===== src/rtl/command_frame_assembler.sv =====
// Command frame assembler: collects FRAME_WORDS received words (command,
// address, VALUE_WORDS value words) into one wide frame and presents it with
// a one-cycle valid pulse. A partial frame that goes quiet for TIMEOUT_CYCLES
// clocks is discarded and flagged with a one-cycle timeout pulse.
//
// state     | meaning
// ----------+-------------------------------------------------------------
// S_IDLE    | no words held; idle counter parked at 0
// S_COLLECT | 1..FRAME_WORDS-1 words held; idle counter guards the gap

module command_frame_assembler #(
   parameter int  WORD_WIDTH     = 8,
   parameter int  VALUE_WORDS    = 4,
   parameter int  TIMEOUT_CYCLES = 1000,
   localparam int FRAME_WORDS    = VALUE_WORDS + 2,
   localparam int FRAME_BITS     = FRAME_WORDS * WORD_WIDTH,
   localparam int CNT_W          = $clog2(FRAME_WORDS + 1)
) (
   input  logic                  clk,
   input  logic                  i_reset,
   input  logic [WORD_WIDTH-1:0] i_word,
   input  logic                  i_word_dv,
   output logic [FRAME_BITS-1:0] o_data,
   output logic                  o_dv,
   output logic                  o_busy,
   output logic                  o_timeout,
   output logic [CNT_W-1:0]      o_word_count
);

   // The shift register only needs the words preceding the last one; the
   // last word is appended combinationally when the frame is loaded.
   localparam int SH_BITS = FRAME_BITS - WORD_WIDTH;
   localparam int IDLE_W  = $clog2(TIMEOUT_CYCLES + 1);

   localparam logic [CNT_W-1:0]  LAST_WORD = CNT_W'(FRAME_WORDS - 1);
   localparam logic [IDLE_W-1:0] IDLE_LAST = IDLE_W'(TIMEOUT_CYCLES - 1);

   typedef enum logic {
      S_IDLE    = 1'b0,
      S_COLLECT = 1'b1
   } state_t;

   state_t              state;
   state_t              state_nxt;
   logic [SH_BITS-1:0]  shreg;
   logic [FRAME_BITS-1:0] frame_nxt;
   logic [CNT_W-1:0]    word_cnt;
   logic [IDLE_W-1:0]   idle_cnt;
   logic                last_word;
   logic                expire;

   assign frame_nxt = {shreg, i_word};
   assign last_word = i_word_dv && (word_cnt == LAST_WORD);
   // A word in the would-be expiry cycle wins, hence the !i_word_dv term.
   assign expire    = (state == S_COLLECT) && !i_word_dv && (idle_cnt == IDLE_LAST);

   // State register.
   always_ff @(posedge clk or posedge i_reset) begin
      if (i_reset) begin
         state <= S_IDLE;
      end else begin
         state <= state_nxt;
      end
   end

   // Next-state decode: first word opens a frame, last word or expiry closes it.
   always_comb begin
      state_nxt = state;
      case (state)
         S_IDLE: begin
            if (i_word_dv) begin
               state_nxt = S_COLLECT;
            end
         end
         S_COLLECT: begin
            if (last_word || expire) begin
               state_nxt = S_IDLE;
            end
         end
         default: state_nxt = S_IDLE;
      endcase
   end

   // Status outputs derived from the current state and word counter.
   always_comb begin
      o_busy       = (state == S_COLLECT);
      o_word_count = word_cnt;
   end

   // Word capture, word/idle counters, frame load and the two output pulses.
   always_ff @(posedge clk or posedge i_reset) begin
      if (i_reset) begin
         shreg     <= '0;
         word_cnt  <= '0;
         idle_cnt  <= '0;
         o_data    <= '0;
         o_dv      <= 1'b0;
         o_timeout <= 1'b0;
      end else begin
         o_dv      <= 1'b0;
         o_timeout <= 1'b0;
         if (i_word_dv) begin
            shreg    <= frame_nxt[SH_BITS-1:0];
            idle_cnt <= '0;
            if (last_word) begin
               o_data   <= frame_nxt;
               o_dv     <= 1'b1;
               word_cnt <= '0;
            end else begin
               word_cnt <= word_cnt + 1'b1;
            end
         end else if (state == S_COLLECT) begin
            if (expire) begin
               idle_cnt  <= '0;
               word_cnt  <= '0;
               o_timeout <= 1'b1;
            end else begin
               idle_cnt <= idle_cnt + 1'b1;
            end
         end else begin
            idle_cnt <= '0;
         end
      end
   end

endmodule


===== config.mk =====
export PLATFORM = sky130hd
export DESIGN_NAME = command_frame_assembler
export DESIGN_NICKNAME = d
export VERILOG_FILES = /design/src/rtl/command_frame_assembler.sv
export SDC_FILE = /design/constraint.sdc
export NUM_CORES = 1
export LEC_CHECK = 0
export CAP_MARGIN = 15
export CORE_ASPECT_RATIO = 1.5
export CORE_MARGIN = 10
export CORE_UTILIZATION = 40
export CTS_CLUSTER_SIZE = 10
export DETAILED_ROUTE_END_ITERATION = 6
export GPL_TIMING_DRIVEN = 0
export RECOVER_POWER = 25
export SLEW_MARGIN = 20
export SYNTH_ARGS = -nofsm -noshare
export SYNTH_HDL_FRONTEND = slang
export SYNTH_SLANG_ARGS = --single-unit

===== constraint.sdc =====
create_clock -name clk -period 4.9 [get_ports clk]
set_input_delay 1.225 -clock clk [delete_from_list [all_inputs] [get_ports clk]]
set_output_delay 1.225 -clock clk [all_outputs]
set_load 0.01 [all_outputs]

# Word level (Yosys, flattened, before mapping)
# Index checks and enable logic that the tools add are counted.
# op_classes
bitwise_logic	1
n_addsub	2
eq_ne	2
reduce_logical	9
mux	15
# op_table
cell	n
$mux 10	3
$mux 3	4
$add 10x1->10 const B	1
$eq 10x10->1 const B	1
$mux 1	7
$reduce_and 2->1	2
$reduce_bool 2->1	2
$add 3x1->3 const B	1
$eq 3x3->1 const B	1
$logic_and 1x1->1	3
$pmux 1 s2	1
$logic_not 1->1	1
$logic_or 1x1->1	1
$not 1->1	1
# totals
wordCells	36
register_bits	104
input_bits	11

# Logic depth before layout (Yosys ltp)
# Gate-level depths: netlist of the first run.
# logic_depth
depth_word	6
depth_mapped	7
ltp_nobuf	7

# Worst setup path before layout of the first run
# No wires, ideal clock.
# synth_timing
path_kind	input-to-reg
start	input port i_word_dv
end	register shreg[14]
n_path_buf	2
cell_stages	3
arrival_ns	2.057
required_ns	4.775
setup_ns	0.125
slack_ns	2.718
cell_sequence	buf_2 -> buf_1 -> mux2_2
# synth_lines
element	line	source
from (decl)	22	input logic i_word_dv,
to (signal assigned)	103	shreg <= frame_nxt[SH_BITS-1:0];
to (decl)	45	logic [SH_BITS-1:0] shreg;
# No word-level cell between the ends.

# Worst setup path in the final report of the first run
# layout_timing
start	input port i_word_dv
end	register o_data[6]
# layout_via
elab_chain_cells	2
# layout_rtl
element	line	source
$logic_and 1x1->1	53	assign last_word = i_word_dv && (word_cnt == LAST_WORD);
$reduce_and 2->1 (no line) (*)	-	
to (signal assigned)	106	o_data <= frame_nxt;
to (decl)	23	output logic [FRAME_BITS-1:0] o_data,
# Every way passes the cells marked *; elsewhere a longest branch is shown, timed or not.
# A chain may end at the register's enable or synchronous reset.

==> run metrics, run 1 <==
status finished with violations; failing checks capacitance limit, slew limit; adder-cell share of the synthesized area less than 1%; post-synthesis cell type count 26; H-Tree Depth 3; RSZ-0062 raised after global routing false; DP HPWL around 6.2 mm; number of global-route vias before repair roughly 2800; Inst Count DP ~540; endpoint type of the worst setup path register; DRT antenna net count 0; Main synth FF type dfrtp_1; FFs w/ async S/R, synth 100%; final layout net count 452; final hold violation count 0; Final setup viols 0; EDFF count, synth 0; synth cell count leaders 151 x nand2_1, 104 x dfrtp_1, 41 x mux2_2, 14 x nor2_1, 8 x clkbuf_1; I/O pin cnt between 60 and 70; Max Root-Sink Buffers 2; Slew HR -25.4%; syn_nets roughly 380; Pwr Total 2.76 mW; Layout fillers between 800 and 900; Storage cell area ~2600 µm²; fmax around 360 MHz; critical path launch point type input port; critical path, cell by cell dlygate4sd3_1, nand3_1, clkbuf_1, clkbuf_1, nand2_1, nand2_1; Area contributors post-synth dfrtp_1 65%, nand2_1 14%, mux2_2 11%; Clock Tree Root clkbuf_16; CTS tree yes; Initial Util about two fifths; DR DRC count 0; vias per cell 4.79; Clk Latency, worst-skew pair 0.34 ns; max-slew violation count 42; Syn Inst Count around 360; Multi-input gate area ~1300 µm²; GPL Wtd Cong between 0.7 and 0.8; total global-route track usage about an eighth; Syn Std Cell Area 4020 µm²; xor and xnor fraction of the mapped netlist area under 10%; flops & latches, synth 104; Crit Path Class input port to register; drt pass-1 iters 4; core box area between 9000 and 10000 µm²; min Tclk post-route around 2.8 ns; most common cell in the netlist nand2_1; Yosys top cell by area dfrtp_1; I/O Buffers 64; CP required around 5.2 ns; Buf+Inv Stages, Crit Path 3; layout cells sized above 1 approximately 14%; Max Cap Viol 1; largest net degree at the start of global routing 64; Max VDD drop approximately 0.00029 V; Sink Count about 100; leak pwr 2.40 nW; crit-path max cell delay between 0.5 and 0.6 ns; Die Area between 10000 and 15000 µm²; HP Class register to register; total CTS buffers 9; CP max-delay cell dlygate4sd3_1; clk slew on worst S/H paths roughly 0.07 ns; main combinational cell family by area after synthesis simple AND/OR/NAND/NOR gates; Post-CTS Resized 0; Synth top area share 64.8%; Avg Inst Size Synth between 10 and 15 µm²; Post-Route WL about 8.6 mm; hold_buf cts 0; Yosys Warn Count 0; TNS Setup 0 ns; die extent in y approximately 140 µm; CP arrival around 3.1 ns; first-pass GRT wire length between 10 and 15 mm; Cell Count, Final, Fillers Out roughly 560; Core Rows 44; Simple-Gate Fraction of Synth Area a little under a fifth; routed length per placed instance 15.4 µm; area delta synth->final 27.4%; die width ~100 µm; Core Util, Final 52.5%; crit share post-route 57.4%; antenna fix cells 0; DRT iter0 DRCs between 100 and 150; Worst Tran Pin Value between 1.5 and 2 ns; mux cell area share after synthesis a little under an eighth; Crit Path Max Fanout 10; post-synthesis compound-gate area fraction around 1.3%; Worst Skew between 0.007 and 0.008 ns; Vias around 2700; grt ovf 0; Post-CTS Setup Inserts 0; register area share after synthesis around 65%; initial antenna violation count 0; Worst Hold Margin 0.467 ns; Top delay family on crit path buffers and inverters; P per Cell Area roughly 540 nW/µm²
-- placed cells by master, fill, tap and decap left out, types with 2 or more instances in the layout --
cell,instances
buf_1,4
nand3_1,5
a21oi_1,2
clkinv_2,2
nor2_1,14
xor2_1,2
o21ai_0,2
dlygate4sd3_1,2
nand2b_1,3
dfrtp_1,104
clkbuf_1,9
mux2_2,41
xnor2_1,5
buf_2,3
inv_1,2
nand2_1,151
clkbuf_16,9
nor3_1,2
ha_1,3
clkdlybuf4s50_1,62
-- tightest hold or removal path: stages, from the launching register on --
cell and delay (ns):
dfrtp_1 0.34, nand2_1 0.05, nand2_1 0.05
-- stage by stage --
stage,setup slack [ns],area (µm²)
global placement,-0.596,4800
global route,1.83,5120
detailed placement,1.79,4840
finish,2.09,5120
floorplan,0.943,4020
CTS,2.17,5120
-- layer usage --
metal	track usage, %	routed length [µm]	vias up
met5	0	0	-
met4	5.59	167	0
met2	20.9	4360	47
li1	-	-	1308
met1	14.8	3450	1305
met3	5.27	593	8
-- final cells by class --
class	instances	share of cell area, %
buffer	15	1.17
clock buffer	10	4.47
clock inverter	5	1.12
inverter	4	0.318
multi-input combinational	239	26.2
sequential	104	50.8
tap	115	2.81
timing repair buffer	65	13.1
-- worst paths after layout --
check	from	endpoint	slack, ns	depth (start not counted)
worst min-delay path	shreg[37]	o_data[45]	0.47	2
min in group asynchronous	i_reset	idle_cnt[2]	1.81	2
max in group asynchronous	i_reset	o_data[39]	2.13	3
worst max register to register	o_word_count[0]	o_data[6]	2.90	6
worst min register to register	shreg[37]	o_data[45]	0.47	2
worst max-delay path	i_word_dv	o_data[6]	2.09	6
-- power by group --
group          internal (mW)  switching [mW]  total (mW)
combinational          0.453           0.353       0.806
sequential              1.11           0.149        1.26
clock                  0.394           0.304       0.698
total                   1.96           0.805        2.76
-- state kept, by name, summed over array words and instances (netlist names) --
| name | cells |
|---|---|
| shreg | 40 |
| o_busy | 1 |
| o_dv | 1 |
| o_data | 48 |
| o_word_count | 3 |
| idle_cnt | 10 |
| o_timeout | 1 |
-- cells by family after synthesis --
logic type               Yosys count
AO/OA/AOI/OAI                      7
XOR/XNOR                           7
adder cells (fa/ha/maj)            3
buffers and inverters             19
flip-flops                       104
multiplexers                      41
AND/OR/NAND/NOR                  181
(Power assumes the default switching activity.)
==> run 2, diff against run 1 <==
==> constraint.sdc (replaced) <==
create_clock -name clk -period 2.8 [get_ports clk]
set_input_delay 0.7 -clock clk [delete_from_list [all_inputs] [get_ports clk]]
set_output_delay 0.7 -clock clk [all_outputs]
set_load 0.01 [all_outputs]
==> run 2 against run 1 <==
Effect of this change: the flow now finishes without violations; critical endpoint is now o_data[40]; largest cell class unchanged; non-clock buffer count grew 2; global-route usage shrank 0.26 points; flip-flop and latch count is the same; worst setup slack lost 1.5 ns; critical path type is now input port to asynchronous set/reset pin.
==> run metrics, run 2 (synthesis gave the netlist of run 1 again) <==
Post-CTS Resized 0 (unchanged); dpl ws 0.301 ns (was 1.79 ns); leak pwr 2.42 nW (was 2.40 nW); max-slew violation count 0 (was 42); Die Area 14500 µm² (unchanged); CP arrival 2.77 ns (was 3.10 ns); vias per cell 4.78 (was 4.79); Cell Count, Final, Fillers Out 560 (was 557); GPL Wtd Cong 0.715 (was 0.733); min Tclk post-route approximately 2.2 ns; status finished, final reports clean (was finished with violations); Buf+Inv Stages, Crit Path 4 (was 3); DRT antenna net count 0 (unchanged); Crit Path Max Fanout 30 (was 10); CP max-delay cell clkbuf_2 (was dlygate4sd3_1); Vias 2675 (was 2668); Initial Util 41.2% (unchanged); Max VDD drop 0.000522 V (was 0.000288 V); Sink Count 104 (unchanged); die width 102 µm (unchanged); DR DRC count 0 (unchanged); Highest Signal Layer met4 (unchanged); number of global-route vias before repair 2861 (was 2807); die extent in y 143 µm (unchanged); Post-CTS Setup Inserts 0 (unchanged); DRT iter0 DRCs 74 (was 104); Largest Register o_data (unchanged); Top delay family on crit path buffers and inverters (unchanged); Post-Route WL 8.52 mm (was 8.57 mm); max reg flops 48 (unchanged); Inst Count DP 544 (was 542); final layout net count 454 (was 452); final hold violation count 0 (unchanged); drt pass-1 iters 4 (unchanged); antenna fix cells 0 (unchanged); core box area 9740 µm² (unchanged); WL met3 549 µm (was 593 µm); CTS tree yes (unchanged); Crit Path Class input port to asynchronous set/reset pin (was input port to register); Layout fillers 877 (was 873); DP HPWL 6.35 mm (was 6.22 mm); endpoint type of the worst setup path asynchronous set/reset pin (was register); most frequent cells in the layout 151 x nand2_1, 104 x dfrtp_1, 62 x clkdlybuf4s50_1, 41 x mux2_2, 14 x nor2_1 (unchanged); total global-route track usage 12.7% (was 13.0%); RSZ-0062 raised after global routing false (unchanged); Max Root-Sink Buffers 2 (unchanged); Final setup viols 0 (unchanged); wire length on met2 4.25 mm (was 4.36 mm); most common cell after layout, fill and taps aside nand2_1 (unchanged); hold_buf cts 0 (unchanged); HP Class register to register (unchanged); fmax 449 MHz; biggest regs o_data: 48 flops, shreg: 40 flops, idle_cnt: 10 flops (unchanged); M1 WL 3.54 mm (was 3.45 mm); area delta synth->final 28.5% (was 27.4%); crit-path max cell delay 0.68 ns (was 0.59 ns); critical path, cell by cell dlygate4sd3_1, clkinvlp_2, clkbuf_2, buf_12 (was dlygate4sd3_1, nand3_1, clkbuf_1, clkbuf_1, nand2_1, nand2_1); critical path launch point type input port (unchanged); post-route worst setup slack 0.571 ns (was 2.09 ns); P per Cell Area 953 nW/µm² (was 540 nW/µm²); Worst Tran Pin Value 0.876 ns (was 1.87 ns); crit share post-route roughly four fifths; Worst Skew 0.00560 ns (was 0.00784 ns); layout cells sized above 1 14.8% (was 14.3%); total CTS buffers 9 (unchanged); H-Tree Depth 3 (unchanged); Core Util, Final 53.0% (was 52.5%); Clk Latency, worst-skew pair 0.34 ns (about the same); largest net degree at the start of global routing 33 (was 64); clk slew on worst S/H paths 0.07 ns (about the same); routed length per placed instance 15.2 µm (was 15.4 µm); Clock Tree Root clkbuf_16 (unchanged); grt ovf 0 (unchanged); Core Rows 44 (unchanged); initial antenna violation count 0 (unchanged); Max Cap Viol 0 (was 1); I/O Buffers 64 (unchanged); I/O pin cnt 65 (unchanged); CP required 3.34 ns (was 5.19 ns); Slew HR 41.3% (was -25.4%); first-pass GRT wire length 14.6 mm (was 14.7 mm)
## run 2: routing by layer
metal	up-vias	track usage [%]
met5	-	0
li1	1318	-
met2	56	21.1
met1	1289	14.5
met3	12	3.86
met4	0	6.26
## run 2: power breakdown
part / total [mW] / leakage (nW) / internal [mW] / switching [mW]
sequential: 2.20 / 1.29 / 1.94 / 0.263
combinational: 1.41 / 0.969 / 0.795 / 0.617
clock: 1.31 / 0.155 / 0.766 / 0.540
total: 4.92 / 2.42 / 3.50 / 1.42
## run 2: area by class of cell
type	instances	area (µm²)	share of cell area [%]
sequential	104	2600	50.4
tap	115	144	2.79
timing repair buffer	67	686	13.3
clock buffer	12	267	5.16
buffer	15	60.1	1.16
multi-input combinational	239	1340	25.9
inverter	4	16.3	0.315
clock inverter	4	51.3	0.993
## run 2: metrics by stage
step                      instance area, µm²  power [mW]  hold slack (ns)  setup TNS [ns]
after floorplan                         4020        2.82            0.431               0
after global placement                  4810        3.63            0.448          -17.57
after detailed placement                4870        3.69            0.453               0
after CTS                               5180        5.01            0.463               0
after global routing                    5160        5.23            0.504               0
final                                   5160        4.92            0.459               0
## run 2: worst reg2reg max path, cell delays in order, from the launching register on
cell	delay [ns]
dfrtp_1	0.43
ha_1	0.24
nand3_1	0.15
clkbuf_1	0.42
clkbuf_1	0.44
nand2_1	0.12
nand2_1	0.08
## run 2: path summary, 6_finish.rpt
path                            startpoint  slack [ns]  cells after the start              end
hold reg to reg                idle_cnt[0]        0.46                      1      idle_cnt[0]
setup / recovery                   i_reset        0.57                      4       o_data[40]
setup reg to reg           o_word_count[0]        0.87                      6       o_data[12]
max in group clk                 i_word_dv        0.59                      6       o_data[12]
hold / removal                 idle_cnt[0]        0.46                      1      idle_cnt[0]
min in group asynchronous          i_reset        0.94                      2  o_word_count[1]
